**src/rtl/bs_mod_mul_pkg.sv**
```systemverilog
// bs_mod_mul_pkg: shared defaults and reduce() width for the bit-serial modular multiplier
package bs_mod_mul_pkg;
  localparam int LEN_DEF = 5;
  localparam int MOD_DEF = 29;
  localparam int RED_EXTRA = 2;
  localparam int RED_W_DEF = LEN_DEF + RED_EXTRA;
  function automatic int red_w(input int len);
    return len + RED_EXTRA;
  endfunction
endpackage

```
**src/rtl/bs_mod_red.sv**
```systemverilog
// bs_mod_red: combinational conditional subtraction of MOD, result cast to OW bits
module bs_mod_red #(
  parameter int IW = 7,
  parameter int OW = 7,
  parameter int MOD = 29
) (
  input  logic [IW-1:0] x,
  output logic [OW-1:0] y
);
  logic [IW-1:0] d;
  assign d = x - IW'(MOD);
  assign y = OW'((x >= IW'(MOD)) ? d : x);
endmodule

```
**src/rtl/bs_mod_mul.sv**
```systemverilog
// bs_mod_mul: serial-in (MSB first) modular multiply by a parallel b, Horner accumulation,
// serial 2*LEN-bit result out; the first output cycle is cancelled by a coinciding isync.
module bs_mod_mul import bs_mod_mul_pkg::*; #(
  parameter int LEN = LEN_DEF,
  parameter int MOD = MOD_DEF
) (
  input  logic           clk,
  input  logic           reset,
  input  logic           a,
  input  logic [LEN-1:0] b,
  input  logic           isync,
  output logic           q,
  output logic           osync
);
  localparam int RW = red_w(LEN);
  localparam int CW = $clog2(3*LEN);
  logic [LEN-1:0] b_r, b_red, b_sel, acc, acc_next;
  logic [RW-1:0] sum, sum1;
  logic [CW-1:0] cnt;
  logic act, pend, last;
  logic [2*LEN-1:0] sr;
  bs_mod_red #(.IW(LEN), .OW(LEN), .MOD(MOD)) u_b  (.x(b),    .y(b_red));
  bs_mod_red #(.IW(RW),  .OW(RW),  .MOD(MOD)) u_r1 (.x(sum),  .y(sum1));
  bs_mod_red #(.IW(RW),  .OW(LEN), .MOD(MOD)) u_r2 (.x(sum1), .y(acc_next));
  assign b_sel = isync ? b_red : b_r;
  assign sum = (isync ? RW'(0) : RW'({acc, 1'b0})) + (a ? RW'(b_sel) : RW'(0));
  assign last = act & (cnt == CW'(LEN-1));
  // the upper LEN result bits are zero, so q is 0 while osync marks the frame start
  assign osync = pend & ~isync & ~reset;
  assign q = sr[2*LEN-1] & ~osync;
  always_ff @(posedge clk) begin
    if (reset) begin
      acc  <= '0;
      b_r  <= '0;
      cnt  <= '0;
      act  <= 1'b0;
      pend <= 1'b0;
      sr   <= '0;
    end else begin
      if (isync | act) acc <= acc_next;
      if (isync) b_r <= b_red;
      cnt  <= isync ? CW'(1) : act ? cnt + CW'(1) : cnt;
      act  <= isync | (act & ~last);
      pend <= ~isync & last;
      sr   <= osync ? {{(LEN-1){1'b0}}, acc, 1'b0} : sr << 1;
    end
  end
endmodule

```
**config.mk**
```make
export PLATFORM = sky130hd
export DESIGN_NAME = bs_mod_mul
export DESIGN_NICKNAME = d
export VERILOG_FILES = /design/src/rtl/bs_mod_mul_pkg.sv /design/src/rtl/bs_mod_red.sv /design/src/rtl/bs_mod_mul.sv
export SDC_FILE = /design/constraint.sdc
export NUM_CORES = 1
export LEC_CHECK = 0
export CORE_AREA = 4 4 66 68
export CTS_CLUSTER_SIZE = 28
export DETAILED_ROUTE_END_ITERATION = 8
export DIE_AREA = 0 0 70 72
export GPL_TIMING_DRIVEN = 0
export HOLD_SLACK_MARGIN = 0.1
export PLACE_DENSITY = 0.7
export SYNTH_ARGS = -nofsm -noshare
export SYNTH_HDL_FRONTEND = slang
export SYNTH_SLANG_ARGS = --single-unit
```
**constraint.sdc**
```tcl
create_clock -name clk -period 4.7 [get_ports clk]
set_clock_uncertainty 0.15 [all_clocks]
set_input_delay 0.94 -clock clk [delete_from_list [all_inputs] [get_ports clk]]
set_output_delay 0.94 -clock clk [all_outputs]
set_load 0.01 [all_outputs]
```
==> flow_summary_export.csv, run 1 <==
group,metric,value,unit
final_layout,seq_area,500,um^2
clock_tree,cts.sinks,25,
min_path,hold_depth,1,
floorplanning,initial_utilization,47.9,%
placement,dp_hpwl,2960,um
sta,slew_headroom,51.4,%
logic_synthesis,synth_edf_count,0,
final_layout,fin_nets,245,
clock_tree,numCtsBuffers,3,
placement,port_buffers,9,
global_routing,grt_pass1_vias,1435,
placement,place_congestion,0.825,
final_layout,antenna_cells,0,
floorplanning,coreArea,3860,um^2
power,power.leakage,0.836,nW
route,wirelength,3900,um
final_layout,syn2layout_area_growth,15.5,%
clock_tree,clk_pin_slew,90,ps
critical_path,critical_path_class,"input pin to flip-flop",
sta,fin_crit,4520,ps
sta,final-hold-violation-count,0,
sta,fin_crit_sh,96.3,%
global_routing,grt_pass1_wl,6380,um
critical_path,cp.arrival,4510,ps
clock_tree,tritoncts,"built",
floorplanning,die_h,72,um
critical_path,worstPathRequired,4690,ps
min_path,min_from,"sr[5]$_SDFF_PP0_",
min_path,whs_endpoint,"sr[6]$_SDFF_PP0_",
route,initialDrtViolationCount,110,
critical_path,timing.rr.start,"b_r[1]$_SDFF_PP0_",
route,drtAntennaViolNets,0,
logic_synthesis,synth_flop_cell,"dfxtp_1",
critical_path,cp-start-kind,"input pin",
global_routing,antenna_found_initial,0,
min_path,hp-class,"flip-flop to flip-flop",
logic_synthesis,synthArstFlopShare,0,%
floorplanning,die_x,70,um
route,avgRoutedWirePerCell,14.3,um
clock_tree,cts_max_path_buffers,2,
floorplanning,dieArea,5040,um^2
critical_path,critPathMaxFanout,6,
sta,slew_violations,0,
logic_synthesis,synthCells,209,
critical_path,r2r-end,"acc[1]$_SDFFE_PP0P_",
clock_tree,htree_levels,1,
critical_path,reg2reg_slack,1350,ps
critical_path,reg2reg_depth,12,
global_routing,grt_use_total,15.3,%
job,maxCapViolCount,0,
logic_synthesis,synth_fp_nets,230,
logic_synthesis,netlist_area,1850,um^2
run_status,outcome,"completed",
floorplanning,ioPinCount,11,
sta,tightest_slew,728,ps
final_layout,utilization,55.3,%
sta,tns,0,ps
logic_synthesis,synth_warnings,0,
power,ir_worst_vdd,0.248,mV
clock_tree,clock_insertion_delay_worst_skew,260,ps
sta,setup_viol,0,
route,num_vias,1595,
logic_synthesis,ys_seq_elements,25,
route,drt_pass1_iterations,4,
final_layout,multi_input_area,1320,um^2
sta,fmax,221,MHz
logic_synthesis,synth_cell_types,59,
final_layout,layout_common_cells,"25 x dfxtp_1, 14 x inv_1, 13 x nor2_1",
logic_synthesis,yosysSeqAreaShare,27.1,%
route,drcViolationCount,0,
power,pwr_density_cell,247,nW/um^2
power,totalPowerFinal,0.527,mW
floorplanning,fp-row-count,23,
global_routing,grt_overflow,0,
final_layout,fillers,365,
clock_tree,root_buffer,"clkbuf_8",
critical_path,cp-end-kind,"flip-flop",
logic_synthesis,syn_area_per_cell,8.83,um^2
final_layout,drive_gt1_share,20.2,%
global_routing,grt_max_degree,16,
route,vias_per_cell,5.84,
final_layout,mostFrequentLayoutCell,"dfxtp_1",
==> cell usage after synthesis (4+ instances only) <==
cell type  number  share of area [%]
clkbuf_1        5                1.0
o21ai_0         5                1.4
inv_1          14                2.8
and2_1         12                4.1
a21o_1          8                3.3
nor2b_1         9                3.1
nor3_1          7                1.9
ha_1           11                7.5
a21oi_1        12                3.3
dfxtp_1        25                 27
nand2_1         9                1.8
nor2_1         13                2.6
a22o_1          4                1.9
a211oi_1        5                2.0
==> layer usage <==
| layer | track usage [%] | up-vias | part of all wire (%) |
|---|---|---|---|
| met5 | 0 | - | 0 |
| met4 | 4.26 | 0 | 2.0 |
| met3 | 2.35 | 10 | 2.5 |
| met2 | 27.0 | 24 | 49 |
| met1 | 19.4 | 762 | 47 |
| li1 | - | 799 | - |
==> cells by family (layout without fill, tap and decap cells) <==
family,after synthesis,after routing,share of synthesized area (%)
adders and majority gates,12,12,8.54
and+or+nand+nor,67,67,20.4
DFF,25,25,27.1
xor gates and xnor gates,4,4,2.31
muxes,4,4,2.44
buffers and inverters,25,39,5.56
AOI/OAI and AO/OA,72,72,33.6
==> per-stage QoR <==
step	instances	hold slack, ps	instance area, um^2	worst slack (ps)
2_1_floorplan	209	256	1850	238
3_3_place_gp	268	259	2000	-696
3_5_place_dp	268	262	2000	-695
4_1_cts	271	283	2070	59.6
5_1_grt	273	307	2130	-11.1
6_report	273	281	2130	175
==> registers in the layout, summed over array words and instances (netlist names) <==
register,count
cnt,4
sr,9
pend,1
b_r,5
acc,5
act,1
==> critical path, stage by stage <==
cell,delay (ps)
clkdlybuf4s50_1,490
nand3_2,120
o221ai_1,190
o21ai_1,90
and2_1,180
ha_2,210
fa_2,430
and2_1,200
a21o_1,260
a211o_4,410
a21o_1,220
a31o_4,280
a2111oi_2,400
a211oi_2,80
==> cell type report <==
class / instances / area share [%]
clock inverter: 1 / 0.352
clock buffer: 3 / 1.94
timing repair buffer: 13 / 5.28
inverter: 16 / 2.88
buffer: 6 / 1.47
tap: 50 / 2.93
sequential: 25 / 23.5
multi-input combinational: 159 / 61.7
==> where the power goes <==
part | switching [mW] | internal (mW)
combinational | 0.105 | 0.0705
clock | 0.0638 | 0.0599
sequential | 0.00665 | 0.221
total | 0.176 | 0.352
==> what timing repair did <==
item                                    4_1_cts  5_1_grt
hold buffers                                  0        0
endpoints found under the setup margin        5        5
pin swaps                                     3        7
setup buffers                                 2        2
resized for setup                             8       16
==> worst max-delay path by stage <==
stage / start / endpoint
3_5_place_dp: b[1] / acc[4]$_SDFFE_PP0P_
3_3_place_gp: isync / acc[4]$_SDFFE_PP0P_
5_1_grt: b[3] / acc[3]$_SDFFE_PP0P_
6_report: b[4] / acc[1]$_SDFFE_PP0P_
2_1_floorplan: b[1] / acc[4]$_SDFFE_PP0P_
4_1_cts: b[1] / acc[4]$_SDFFE_PP0P_
Note: power is estimated with default switching activity, not from simulation.
==> run 2, diff against run 1 <==
- HOLD_SLACK_MARGIN: 0.1 -> 0.05
- SKIP_LAST_GASP: default -> 1
- SLEW_MARGIN: default -> 10
==> results of run 2 <==
Final layout, timing and power as in run 1 (identical DEF).
==> run 3, diff against run 2 <==
- CTS_CLUSTER_DIAMETER: default -> 100
- TNS_END_PERCENT: default -> 10
==> results of run 3 <==
Final layout, timing and power as in run 1 (identical DEF).
